$ cat src/rtl/mux_stream_pkg.sv
// mux_stream_pkg
// Shared types and helpers for the mux stream responder.
//   STATE_W  : width of the occupancy state encoding
//   state_t  : occupancy state (EMPTY / PARTIAL / FULL); encoding 3 is illegal
//   mux_sel  : one-bit 2:1 select; callers apply it across their own data
//              width, so the result width follows the caller's DATA_WITH.
package mux_stream_pkg;

    localparam int STATE_W = 2;

    typedef enum logic [STATE_W-1:0] {
        ST_EMPTY   = 2'd0,
        ST_PARTIAL = 2'd1,
        ST_FULL    = 2'd2
    } state_t;

    function automatic logic mux_sel(input logic a, input logic b, input logic sel);
        return sel ? b : a;
    endfunction

endpackage

$ cat src/rtl/mux_stream_fifo.sv
// mux_stream_fifo
// Synchronous FIFO holding {y, sel} response entries.
// Ports:
//   clk, rst_n : clock, asynchronous active-low reset (clears pointers/occupancy)
//   push       : write wdata at the write pointer (caller guarantees not full)
//   pop        : advance the read pointer (caller guarantees not empty)
//   wdata      : entry to write
//   rdata      : entry at the read pointer (meaningless when occupancy is 0)
//   occupancy  : number of stored entries, 0..DEPTH
module mux_stream_fifo #(
    parameter int DATA_WIDTH = 13,
    parameter int DEPTH      = 2
) (
    input  logic                       clk,
    input  logic                       rst_n,
    input  logic                       push,
    input  logic                       pop,
    input  logic [DATA_WIDTH-1:0]      wdata,
    output logic [DATA_WIDTH-1:0]      rdata,
    output logic [$clog2(DEPTH):0]     occupancy
);

    localparam int AW = $clog2(DEPTH);

    logic [DATA_WIDTH-1:0] mem [DEPTH];
    logic [AW-1:0]         wr_ptr;
    logic [AW-1:0]         rd_ptr;

    // DEPTH is a power of two, so the pointers wrap naturally with no gaps.
    always_ff @(posedge clk or negedge rst_n) begin
        if (!rst_n) begin
            wr_ptr    <= '0;
            rd_ptr    <= '0;
            occupancy <= '0;
        end else begin
            if (push) wr_ptr <= wr_ptr + 1'b1;
            if (pop)  rd_ptr <= rd_ptr + 1'b1;
            case ({push, pop})
                2'b10:   occupancy <= occupancy + 1'b1;
                2'b01:   occupancy <= occupancy - 1'b1;
                default: occupancy <= occupancy;
            endcase
        end
    end

    // Storage needs no reset: stale entries are never visible because the
    // top masks the head when occupancy is zero.
    always_ff @(posedge clk) begin
        if (push) mem[wr_ptr] <= wdata;
    end

    assign rdata = mem[rd_ptr];

endmodule

$ cat src/rtl/mux_stream_responder.sv
// mux_stream_responder
// Registered 2:1 select responder: accepts (a, b, sel) requests, computes
// y = sel ? b : a, queues {y, sel} in a response FIFO and returns it.
// Handshakes: a transfer happens on a rising edge where valid && ready are
// both high; valid is never withdrawn and the payload holds stable until
// the transfer. o_req_ready depends on registered occupancy only, so a pop
// from a full FIFO does not free a slot until the following cycle.
// Ports:
//   i_clk, i_rst_n         : clock, asynchronous active-low reset
//   i_req_valid/o_req_ready: request handshake; i_a, i_b, i_sel payload
//   o_rsp_valid/i_rsp_ready: response handshake; o_y, o_rsp_sel payload
//                            (forced to 0 when empty)
//   o_state                : occupancy state 0 EMPTY, 1 PARTIAL, 2 FULL
//   o_txn_count            : completed response handshakes, wraps
module mux_stream_responder
    import mux_stream_pkg::*;
#(
    parameter int DATA_WITH  = 12,
    parameter int FIFO_DEPTH = 2,
    parameter int CNT_WIDTH  = 16
) (
    input  logic                 i_clk,
    input  logic                 i_rst_n,
    input  logic                 i_req_valid,
    output logic                 o_req_ready,
    input  logic [DATA_WITH-1:0] i_a,
    input  logic [DATA_WITH-1:0] i_b,
    input  logic                 i_sel,
    output logic                 o_rsp_valid,
    input  logic                 i_rsp_ready,
    output logic [DATA_WITH-1:0] o_y,
    output logic                 o_rsp_sel,
    output logic [STATE_W-1:0]   o_state,
    output logic [CNT_WIDTH-1:0] o_txn_count
);

    localparam int OCC_W = $clog2(FIFO_DEPTH) + 1;
    localparam int ENT_W = DATA_WITH + 1;
    localparam logic [OCC_W-1:0] DEPTH_OCC = OCC_W'(FIFO_DEPTH);
    localparam logic [OCC_W-1:0] ONE_OCC   = OCC_W'(1);

    logic                 push;
    logic                 pop;
    logic [OCC_W-1:0]     occupancy;
    logic [DATA_WITH-1:0] y_sel;
    logic [ENT_W-1:0]     wdata;
    logic [ENT_W-1:0]     rdata;
    state_t               state;
    state_t               state_next;

    assign push = i_req_valid && o_req_ready;
    assign pop  = o_rsp_valid && i_rsp_ready;

    always_comb begin
        y_sel = '0;
        for (int i = 0; i < DATA_WITH; i++) begin
            y_sel[i] = mux_sel(i_a[i], i_b[i], i_sel);
        end
    end

    assign wdata = {y_sel, i_sel};

    mux_stream_fifo #(
        .DATA_WIDTH(ENT_W),
        .DEPTH     (FIFO_DEPTH)
    ) u_fifo (
        .clk      (i_clk),
        .rst_n    (i_rst_n),
        .push     (push),
        .pop      (pop),
        .wdata    (wdata),
        .rdata    (rdata),
        .occupancy(occupancy)
    );

    always_ff @(posedge i_clk or negedge i_rst_n) begin
        if (!i_rst_n) state <= ST_EMPTY;
        else          state <= state_next;
    end

    always_comb begin
        state_next = state;
        case (state)
            ST_EMPTY: begin
                if (push) state_next = ST_PARTIAL;
            end
            ST_PARTIAL: begin
                if (push && !pop && occupancy == DEPTH_OCC - 1'b1) state_next = ST_FULL;
                else if (pop && !push && occupancy == ONE_OCC)     state_next = ST_EMPTY;
            end
            ST_FULL: begin
                if (pop) state_next = ST_PARTIAL;
            end
            default: state_next = ST_EMPTY;
        endcase
    end

    always_ff @(posedge i_clk or negedge i_rst_n) begin
        if (!i_rst_n)  o_txn_count <= '0;
        else if (pop)  o_txn_count <= o_txn_count + 1'b1;
    end

    assign o_req_ready = (occupancy != DEPTH_OCC);
    assign o_rsp_valid = (occupancy != '0);
    assign o_y         = o_rsp_valid ? rdata[ENT_W-1:1] : '0;
    assign o_rsp_sel   = o_rsp_valid & rdata[0];
    assign o_state     = state;

endmodule

$ cat config.mk
export PLATFORM = sky130hd
export DESIGN_NAME = mux_stream_responder
export DESIGN_NICKNAME = d
export VERILOG_FILES = /design/src/rtl/mux_stream_pkg.sv /design/src/rtl/mux_stream_fifo.sv /design/src/rtl/mux_stream_responder.sv
export SDC_FILE = /design/constraint.sdc
export NUM_CORES = 1
export LEC_CHECK = 0
export CORE_MARGIN = 1
export CORE_UTILIZATION = 43
export DETAILED_ROUTE_END_ITERATION = 8
export HOLD_SLACK_MARGIN = 0.12
export PLACE_DENSITY = 0.76
export SLEW_MARGIN = 0
export SYNTH_ARGS = -nofsm -noshare
export SYNTH_HDL_FRONTEND = slang
export SYNTH_HIERARCHICAL = 1
export SYNTH_SLANG_ARGS = --single-unit
$ cat constraint.sdc
create_clock -name i_clk -period 1.87 [get_ports i_clk]
set_input_delay 0.374 -clock i_clk [delete_from_list [all_inputs] [get_ports i_clk]]
set_output_delay 0.374 -clock i_clk [all_outputs]
set_load 0.02 [all_outputs]
==> out/metrics.json <==
{
  "power_and_ir_drop": {
    "clkPwrFrac_pct": 13.8,
    "total_leakage_power_nw": 1.28,
    "power.share.sequential_pct": 36.8,
    "power.share.combinational_pct": 49.4,
    "power.density_nw_per_um2": 1370,
    "maximum_vdd_ir_drop_uv": 931,
    "power_switching_mw": 1.54,
    "p_sw_share_pct": 35.6,
    "cell_internal_power_mw": 2.79
  },
  "grt": {
    "grt_max_degree": 23,
    "vias_in_the_first_global_route": 1474,
    "initial_antenna_violation_count": 0,
    "grt_first_pass_wirelength_mm": 6.95,
    "gr_usage_total_pct": 17.4,
    "grt-ovfl-total": 0
  },
  "routing": {
    "route.detailed.wl_per_inst_um": 14.4,
    "via_count": 1462,
    "drt_first_iter_violations": 55,
    "detail_route.wirelength_mm": 4.42,
    "detailedRoute.firstPassIterationCount": 4,
    "ant_nets": 0,
    "route.detailed.vias_per_inst": 4.76,
    "post-route-drc-count": 0
  },
  "synth": {
    "ys_ff_latch": 48,
    "synth_edf_count": 26,
    "synth_area_leader_cell": "sky130_fd_sc_hd__edfxtp_1",
    "syn_avg_cell_area_um2": 13.8,
    "post-synth-top-count-cell": "sky130_fd_sc_hd__edfxtp_1",
    "ys.flop_type": "sky130_fd_sc_hd__edfxtp_1",
    "async_sr_flop_fraction_pct": 45.8,
    "yosys.cell_types.count": 28,
    "synth-seq-area-share_pct": 60.5,
    "yosysWarningCount": 6,
    "synthCells": 159,
    "synthesis.nets": 190,
    "post_synth_most_frequent_cells": "sky130_fd_sc_hd__edfxtp_1, sky130_fd_sc_hd__mux2_2, sky130_fd_sc_hd__dfrtp_1",
    "synth_largest_type_area_fraction_pct": 35.5,
    "synth_area_um2": 2200,
    "netlist_top_cells_area": "sky130_fd_sc_hd__edfxtp_1, sky130_fd_sc_hd__dfrtp_1, sky130_fd_sc_hd__mux2_2, sky130_fd_sc_hd__xnor2_1, sky130_fd_sc_hd__nor2b_1"
  },
  "status": {
    "outcome": "finished, violations left",
    "violations_in_the_final_reports": "setup timing"
  },
  "critical_path": {
    "r2r_cells": 7,
    "category_of_the_most_critical_setup_path": "reg -> out",
    "cells_along_the_critical_path": "buf_12, buf_16, mux2_4, nor2b_4, buf_6",
    "rrSetupSlack_ps": 260,
    "sort_of_element_at_the_end_of_the_critical_path": "primary output",
    "cp-startpoint": "u_fifo/rd_ptr",
    "crit_arrival_ps": 1540,
    "critical_path.slowest_cell": "sky130_fd_sc_hd__dfrtp_2",
    "timing.critical_path.from_type": "register",
    "critical_path_depth": 5,
    "critPathMaxFanout": 6,
    "worstReg2RegEnd": "u_fifo/occupancy[1]",
    "timing.critical_path.buf_inv": 3,
    "crit_path_max_incr_delay_ps": 450,
    "timing.critical_path.max_delay_family": "flip-flops",
    "rr_startpoint": "u_fifo/occupancy[1]",
    "worstPathRequired_ps": 1500,
    "setup.worst_path.end": "o_y[3]"
  },
  "floorplan": {
    "initial_core_util_pct": 45.7,
    "core_region_area_um2": 4820,
    "row_count": 25,
    "chipHeight_um": 73.5,
    "dieWidth_um": 73.5,
    "io-pin-count": 62,
    "die_area_um2": 5410
  },
  "cells_and_area": {
    "nNetsFinal": 270,
    "layout_area_growth_over_synthesis_pct": 43.8,
    "final_core_util_pct": 65.7,
    "postLayoutCellArea_um2": 3160,
    "drive_above_1_share_pct": 29.6,
    "antennaDiodeCount": 0
  },
  "run": {
    "max_cap_viol_count": 0
  },
  "timing": {
    "clock-skew-final_ps": 4.74,
    "post-route-period-util_pct": 103,
    "report.final.setup_viol": 7,
    "post-route-min-period_ps": 1920,
    "grt_setup_unrepaired": "true",
    "finalMaxSlewViolations": 0,
    "fin_ws_ps": -47.9,
    "max_freq_mhz": 521,
    "slew_headroom_pct": 79.0,
    "timing_hold_violations_final": 0,
    "max_slew.worst_pin.slew_ps": 313
  },
  "placement": {
    "place.gp.congestion": 0.671,
    "port_buffer_count": 61,
    "dpl-instance-area_um2": 3020,
    "dpl.hpwl_mm": 3.05
  },
  "hold_path": {
    "min-delay-path-class": "in -> async"
  },
  "clock_network": {
    "cts-root-to-sink-buffers": 2,
    "worst_setup_hold_path_clk_slew_ps": 90,
    "clock_latency_ps": 290,
    "clock_sinks": 48,
    "clock_tree_from_tritoncts": "yes",
    "cts.root.buffer_cell": "sky130_fd_sc_hd__clkbuf_8",
    "tritoncts_buffers": 5,
    "cts-htree-levels": 2
  }
}
power groups by stage:
stage	clock network, mW	logic, mW	registers, mW
6_report	0.597	2.14	1.59
5_1_grt	0.665	2.28	1.63
4_1_cts	0.612	1.98	1.58
3_5_place_dp	0	2.04	1.60
3_3_place_gp	0	2.01	1.59
2_1_floorplan	0	0.974	1.70
worst min-delay path by stage:
stage | startpoint | endpoint | slack, ps | cells after the start
floorplan | i_rst_n | o_state[0] | 80 | 0
CTS | i_rst_n | u_fifo/rd_ptr | 420 | 2
global placement | o_txn_count[15] | o_txn_count[15] | 470 | 1
global route | i_rst_n | o_txn_count[7] | 450 | 2
finish | i_rst_n | u_fifo/rd_ptr | 420 | 2
detailed placement | o_txn_count[15] | o_txn_count[15] | 480 | 1
worst reg2reg max path: cells and delay by family, from the launching register on:
family	cells	cell delay (ps)
xor+xnor	2	280
flops	1	390
compound gates	1	300
buf+inv	2	260
simple gates	1	70
fa+ha+maj	1	200
cells by family after synthesis:
kind of cell	count (synthesis)	synth area share, %
mux	25	12.8
compound gates	4	1.65
buf+inv	6	1.42
simple gates	53	14.2
flops	48	60.5
xor+xnor	21	8.36
fa+ha+maj	2	1.14
metal layers:
metal | track usage, % | wire (µm) | part of all wire (%)
met4 | 3.85 | 22 | 0.50
met2 | 29.4 | 2120 | 48
met5 | 0 | 0 | 0
met3 | 4.66 | 270 | 6.1
met1 | 22.4 | 2010 | 45
layout make-up:
cell class / instances / area [µm²]
fillers: 393 / 1650
flip-flops and latches: 48 / 1330
multi-input cells: 105 / 886
repair buffers: 76 / 763
well taps: 67 / 83.8
clock buffers: 5 / 68.8
clock inverters: 3 / 18.8
inverters: 3 / 11.3
sequential cells by signal, summed over array words and instances (netlist names):
register / flops
u_fifo/mem: 26
u_fifo/occupancy: 2
o_txn_count: 16
o_state: 2
u_fifo/rd_ptr: 1
u_fifo/wr_ptr: 1
placed cells by master (no fill, tap or decap), drive strengths merged, types with 2 or more instances in the layout:
| master | count |
|---|---|
| nor2 | 6 |
| xnor2 | 13 |
| clkinvlp | 2 |
| nand2 | 9 |
| dlygate4sd2 | 2 |
| dfrtp | 22 |
| clkdlybuf4s50 | 46 |
| ha | 2 |
| nor2b | 13 |
| clkbuf | 5 |
| inv | 3 |
| mux2 | 25 |
| and3 | 2 |
| edfxtp | 26 |
| nor3 | 3 |
| nand4 | 2 |
| nand3 | 10 |
| and2 | 2 |
| o21ai | 3 |
| xor2 | 8 |
| buf | 28 |
metrics by stage:
step | total power, mW | hold WS [ps] | worst slack (ps) | std cells | setup TNS (ps)
2_1_floorplan | 2.67 | 78.4 | 115 | 159 | 0
3_3_place_gp | 3.59 | 465 | -22.1 | 296 | -103
3_5_place_dp | 3.63 | 478 | -45.3 | 296 | -392
4_1_cts | 4.17 | 419 | -73.0 | 307 | -770
5_1_grt | 4.57 | 451 | -104 | 307 | -874
6_report | 4.32 | 416 | -47.9 | 307 | -277
what timing repair did:
action	4_1_cts	5_1_grt
resized for setup	54	26
hold buffers	0	0
setup endpoints to repair	15	13
setup buffers	2	1
cloned	1	0
(Power assumes the default switching activity.)
